==> src/rtl/imem_arbiter.sv <==
// imem_arbiter: shares the single-port 256 x 16 program RAM between the
// instruction-fetch port and the loader/debug port. Round-robin arbitration
// with a bounded loader burst lock; the RAM is accessed in the grant cycle
// and read data is steered back to its owner one cycle later.
module imem_arbiter #(
  parameter int AW        = 8,
  parameter int DW        = 16,
  parameter int MAX_BURST = 8
) (
  input  logic          clk,
  input  logic          rst,
  input  logic          f_req,
  input  logic [AW-1:0] f_addr,
  output logic          f_gnt,
  output logic          f_rvalid,
  output logic [DW-1:0] f_rdata,
  input  logic          l_req,
  input  logic          l_we,
  input  logic          l_lock,
  input  logic [AW-1:0] l_addr,
  input  logic [DW-1:0] l_wdata,
  output logic          l_gnt,
  output logic          l_rvalid,
  output logic [DW-1:0] l_rdata,
  output logic          mem_en,
  output logic          mem_we,
  output logic [AW-1:0] mem_addr,
  output logic [DW-1:0] mem_wdata,
  input  logic [DW-1:0] mem_rdata,
  output logic          stall
);

  typedef enum logic [1:0] {
    RD_NONE  = 2'b00,
    RD_FETCH = 2'b01,
    RD_LOAD  = 2'b10
  } rd_owner_t;

  localparam logic [7:0] BURST_LIM = 8'(MAX_BURST);

  logic      r_last_owner;   // 0 = fetch, 1 = loader
  logic [7:0] r_burst_cnt;
  rd_owner_t r_rd_owner_p1;  // owner of the read issued in the previous cycle

  logic w_f_win;
  logic w_l_win;

  // Grant decision: combinational from requests and arbitration state.
  always_comb begin
    w_f_win = 1'b0;
    w_l_win = 1'b0;
    if (f_req && !l_req) begin
      w_f_win = 1'b1;
    end else if (l_req && !f_req) begin
      w_l_win = 1'b1;
    end else if (f_req && l_req) begin
      if (!l_lock) begin
        // Plain round-robin: the requester that did not win last time.
        if (r_last_owner) w_f_win = 1'b1;
        else              w_l_win = 1'b1;
      end else if (r_burst_cnt >= BURST_LIM) begin
        // Locked burst has used its budget: fetch gets a forced slot.
        w_f_win = 1'b1;
      end else begin
        w_l_win = 1'b1;
      end
    end
    if (rst) begin
      w_f_win = 1'b0;
      w_l_win = 1'b0;
    end
  end

  assign f_gnt     = w_f_win;
  assign l_gnt     = w_l_win;
  assign stall     = f_req & ~w_f_win & ~rst;
  assign mem_en    = w_f_win | w_l_win;
  assign mem_we    = w_l_win & l_we;
  assign mem_addr  = w_f_win ? f_addr : (w_l_win ? l_addr : '0);
  assign mem_wdata = w_l_win ? l_wdata : '0;

  assign f_rvalid  = ~rst & (r_rd_owner_p1 == RD_FETCH);
  assign l_rvalid  = ~rst & (r_rd_owner_p1 == RD_LOAD);
  assign f_rdata   = f_rvalid ? mem_rdata : '0;
  assign l_rdata   = l_rvalid ? mem_rdata : '0;

  // Arbitration state and read-return owner, updated at the grant edge.
  always_ff @(posedge clk) begin
    if (rst) begin
      r_last_owner  <= 1'b1;
      r_burst_cnt   <= 8'd0;
      r_rd_owner_p1 <= RD_NONE;
    end else begin
      if (w_f_win)      r_last_owner <= 1'b0;
      else if (w_l_win) r_last_owner <= 1'b1;

      if (w_l_win && l_lock) begin
        if (r_burst_cnt != 8'hFF) r_burst_cnt <= r_burst_cnt + 8'd1;
      end else if (w_f_win || !l_lock) begin
        r_burst_cnt <= 8'd0;
      end

      if (w_f_win)               r_rd_owner_p1 <= RD_FETCH;
      else if (w_l_win && !l_we) r_rd_owner_p1 <= RD_LOAD;
      else                       r_rd_owner_p1 <= RD_NONE;
    end
  end

endmodule
==> config.mk <==
export PLATFORM = sky130hd
export DESIGN_NAME = imem_arbiter
export DESIGN_NICKNAME = d
export VERILOG_FILES = /design/src/rtl/imem_arbiter.sv
export SDC_FILE = /design/constraint.sdc
export NUM_CORES = 1
export LEC_CHECK = 0
export ABC_AREA = 0
export CORE_AREA = 5 5 71 73
export CTS_CLUSTER_DIAMETER = 40
export DETAILED_ROUTE_END_ITERATION = 10
export DIE_AREA = 0 0 76 78
export PLACE_DENSITY_LB_ADDON = 0.3
export SYNTH_ARGS = -nofsm -noshare
export SYNTH_HDL_FRONTEND = slang
export SYNTH_SLANG_ARGS = --single-unit
==> constraint.sdc <==
create_clock -name clk -period 2.22 [get_ports clk]
set_clock_uncertainty 0.05 [all_clocks]
set_input_delay 0.555 -clock clk [delete_from_list [all_inputs] [get_ports clk]]
set_output_delay 0.555 -clock clk [all_outputs]
set_load 0.005 [all_outputs]
# Yosys cells after proc, flatten, opt, wreduce, memory -nomap -nowiden
# Index checks and enable logic that the tools add are counted.
totals:
  ff_bits: 11
  input_bits: 54
  output_inout_bits: 63
  wordCells: 58
classes:
  add_sub_neg: 1
  n_lt_le_gt_ge: 1
  n_eq_ne: 4
  muxes: 26
  bitwise: 8
  n_reduce_logical: 14
op_table:
  columns: ["operator", "count"]
  rows:
  - ["16-bit two-way mux", 3]
  - ["8-bit two-way mux", 5]
  - ["1-bit two-way mux", 17]
  - ["8-bit by 1-bit adder with 8-bit output, second input constant", 1]
  - ["8-bit by 4-bit greater-or-equal comparator with 1-bit output, second input constant", 1]
  - ["8-bit != test, second input constant", 1]
  - ["1-bit bitwise AND", 5]
  - ["1-bit logical AND", 5]
  - ["1-bit logical NOT", 4]
  - ["2-bit nonzero test", 2]
  - ["2-bit by 1-bit equality test with 1-bit output, second input constant", 1]
  - ["2-bit equality test, second input constant", 1]
  - ["2-bit two-way mux", 1]
  - ["2-bit by 1-bit != test with 1-bit output, second input constant", 1]
  - ["1-bit NOT", 2]
  - ["2-bit AND reduction", 1]
  - ["2-bit OR reduction", 1]
  - ["1-bit logical OR", 1]
  - ["1-bit OR", 1]

# Depth between registers and ports, before layout
logic_depth:
  ltp_word: 10
  mapped_depth: 6
  ltp_nobuf: 6

# Worst setup path after synthesis
# Ideal clock, no wire load.
synth_timing:
  path_type: "in2out"
  startpoint: "in l_lock"
  endpoint: "out mem_addr[0]"
  arrival_time_ns: 1.612
  t_required_ns: 1.615
  slack_ns: 0.003
  cell_stages: 6
  n_path_buf: 1
  cell_sequence: "or2b_2 > o22ai_1 > a21oi_1 > and2_1 > buf_2 > a22o_1"
synth_between:
  word_cells_on_any_way: 12
  cone_classes: "mux: 12"
synth_lines:
  columns: ["element", "line_no", "rtl"]
  rows:
  - ["start: declaration", "19", "input logic l_lock,"]
  - ["1-bit two-way mux", "57", "if (!l_lock) begin"]
  - ["1-bit two-way mux", "56", "end else if (f_req && l_req) begin"]
  - ["1-bit two-way mux", "54", "end else if (l_req && !f_req) begin"]
  - ["1-bit two-way mux", "52", "if (f_req && !l_req) begin"]
  - ["1-bit two-way mux", "68", "if (rst) begin"]
  - ["named net f_gnt", "14", "output logic f_gnt,"]
  - ["8-bit two-way mux", "79", "assign mem_addr = w_f_win ? f_addr : (w_l_win ? l_addr : '0);"]
  - ["end: declaration", "27", "output logic [AW-1:0] mem_addr,"]
# The timed path passes the listed nets, and every way through them passes these cells.

# Worst setup path after layout
layout_timing:
  startpoint: "reg r_burst_cnt[7]"
  endpoint: "out mem_addr[5]"
layout_between:
  elab_chain_cells: 9
  word_cells_on_any_way: 15
  cone_classes: "order compare: 1; mux: 14"
layout_rtl:
  columns: ["element", "line_no", "rtl"]
  rows:
  - ["start: declaration", "42", "logic [7:0] r_burst_cnt;"]
  - ["start signal: assignment", "98", "if (r_burst_cnt != 8'hFF) r_burst_cnt <= r_burst_cnt + 8'd1;"]
  - ["8-bit by 4-bit greater-or-equal comparator with 1-bit output *", "61", "end else if (r_burst_cnt >= BURST_LIM) begin"]
  - ["1-bit two-way mux", "61", null]
  - ["1-bit two-way mux", "57", null]
  - ["1-bit two-way mux", "56", null]
  - ["1-bit two-way mux", "54", null]
  - ["1-bit two-way mux", "52", null]
  - ["1-bit two-way mux", "68", null]
  - ["8-bit two-way mux", "79", null]
  - ["8-bit two-way mux *", "79", null]
# Every way passes the cells marked *; elsewhere a longest branch is shown, timed or not.

==> results.txt <==
outcome = finished, violations left
failing checks = negative setup slack
delay-heaviest family, CP = simple AND/OR/NAND/NOR gates
Root Buffer = clkbuf_8
placed cells = 321
Synth top area share = 31.29%
depth of the CTS H-tree = 1
ANT nets after route = 0
Die Wd = 76 µm
critical path arrival = 1900 ps
Max-slew headroom = 80.04%
Mapped Avg Cell Area = 7.702 µm²
fmax = 398.8 MHz
total number of vias = 1,563
wire length per cell = 16.11 µm
Area contributors post-synth = and2_1, dfxtp_1, a22o_1
Syn Nets = 191
share of layout cells above drive strength 1 = 41.81%
# diodes = 0
CTS tree = yes
die area = 5928 µm²
Setup WS pre-CTS = -953.4 ps
most frequent cells in the layout = clkdlybuf4s50_1, and2_1, buf_4
critical path class = reg -> out
largest area contributor in the netlist = and2_1
minimum period implied by the final worst setup slack = 2507 ps
RSZ-0062 raised after global routing = yes
Max Cap Viol = 0
CTS max path bufs = 2
Final Routed Wirelength = 5653 µm
drt pass-1 iters = 4
Cells after Synth = 135
grt total ovfl = 0
Area Overhead vs Synth = 157.0%
Post-layout nets = 356
drt drc = 0
final period utilization = 112.9%
GRT Total Usage = 17.46%
ys flop type = dfxtp_1
Leak = 0.001345 µW
TNS Setup = -5986 ps
asr flop ratio synth = 0%
Post-synth EDFFs = 0
drt initial violations = 45
input/output buffers = 116
Crit. End Element = output port
fillers = 382
yosys warns = 0
Req. time, crit path = 1620 ps
GR Util met2 = 31.42%
post-route setup slack = -287.5 ps
vias in the first global route = 1,542
Buf/Inv on CP = 2
post-synthesis register bit count = 11
initial antenna violation count = 0
gr busiest metal = met2
post-synthesis sequential area ratio = 21.18%
Worst-Skew Late Latency = 240 ps
Die Ht = 78 µm
core area = 4294 µm²
CTS sink cnt = 11
pwr dens = 266.8 nW/µm²
Max Slew Vio Count = 0
post-layout util = 62.24%
worst hold slack = 465.3 ps
GRT met1 Usage = 19.38%
commonest non-fill, non-tap cell in the layout = clkdlybuf4s50_1
Final Hold Vio Count = 0
CP max FO = 5
largest net degree at the start of global routing = 11
CP max-delay cell = or4_4
nature of the critical path startpoint = flop
worst slew pin tran = 291.9 ps
Critical Path, Cell by Cell = or4_4, o22ai_4, buf_6, a21oi_4, and2_4, a22o_1, buf_2
CP peak stage delay = 550 ps
min-delay worst type = reg -> reg
hold_buf cts = 0
number of buffers created by CTS = 3
Initial Utilization = 24.21%
first-pass GRT wire length = 8376 µm
M3 GR Usage = 5.556%
io pins = 117
DP Wirelength = 3978 µm
VDD IR max = 0.0001700 V
routability cong. = 0.8161
Netlist cell types = 37
Post-Layout Cell Count = 351
number of cell rows = 24
Worst-path clk slew = 50 ps
Vias/cell = 4.453
Post-Synthesis Cell Area = 1040 µm²
final setup fails = 28
[where the power goes]
group          internal, µW  total, µW  switching [µW]
registers               202        206            4.21
clock network           126        201            74.8
logic                   206        306            99.9
total                   534        713             179
[worst min-delay path, stage by stage, from the launching register on]
cell and delay [ps]:
dfxtp_1 330, nand2_1 60, o22ai_1 70
[path summary, 6_finish.rpt]
path,slack [ps],depth (start not counted),to,start
max,-290,7,mem_addr[5],r_burst_cnt[7]$_SDFFE_PP0P_
min,470,2,r_burst_cnt[0]$_SDFFE_PP0P_,r_burst_cnt[0]$_SDFFE_PP0P_
max reg2reg,270,6,r_burst_cnt[5]$_SDFFE_PP0P_,r_burst_cnt[7]$_SDFFE_PP0P_
min reg2reg,470,2,r_burst_cnt[0]$_SDFFE_PP0P_,r_burst_cnt[0]$_SDFFE_PP0P_
[metal layers]
| metal | up-vias | wire length (µm) |
|---|---|---|
| met5 | - | 0 |
| met1 | 698 | 2194 |
| met3 | 10 | 371 |
| met4 | 0 | 107 |
| li1 | 785 | - |
| met2 | 70 | 2981 |
[synth_stat cells (all sizes together), types with 3 or more instances]
| cell type | n |
|---|---|
| a22o | 8 |
| xor2 | 4 |
| nand2 | 4 |
| o211ai | 3 |
| nor2 | 9 |
| and2 | 52 |
| o21ai | 4 |
| clkbuf | 3 |
| buf | 3 |
| inv | 7 |
| dfxtp | 11 |
[metrics by stage]
stage          cell area (µm²)  power (µW)
6_report                  2673       713.1
3_3_place_gp              2426       477.3
5_1_grt                   2673       755.3
2_1_floorplan             1040       275.4
4_1_cts                   2630       705.9
3_5_place_dp              2426       478.0
[repair_timing]
item / 4_1_cts / 5_1_grt
setup endpoints to repair: 67 / 40
buffers inserted: 19 / 4
gates resized for setup: 195 / 56
pin swaps: 8 / 17
endpoints found under the hold margin: 0 / 0
cloned: 6 / 1
[state kept, by name, indices dropped and copies added, names as in the netlist]
name           flops
r_last_owner       1
r_burst_cnt        8
r_rd_owner_p1      2
[cell families after synthesis]
family,after synthesis,share of synthesized area (%)
xor+xnor,4,3.369
compound gates,26,20.46
mux,1,1.444
simple gates,78,45.49
buf+inv,13,5.655
fa+ha+maj,2,2.406
flops,11,21.18
[layout make-up]
class / count / area [µm²] / area share [%]
timing repair buffer: 165 / 1438 / 53.79
tap: 52 / 65.06 / 2.434
sequential: 11 / 222.7 / 8.333
clock buffer: 4 / 45.04 / 1.685
multi-input combinational: 112 / 875.8 / 32.77
inverter: 7 / 26.28 / 0.9831
No activity file was read; power rests on OpenSTA's default activity.
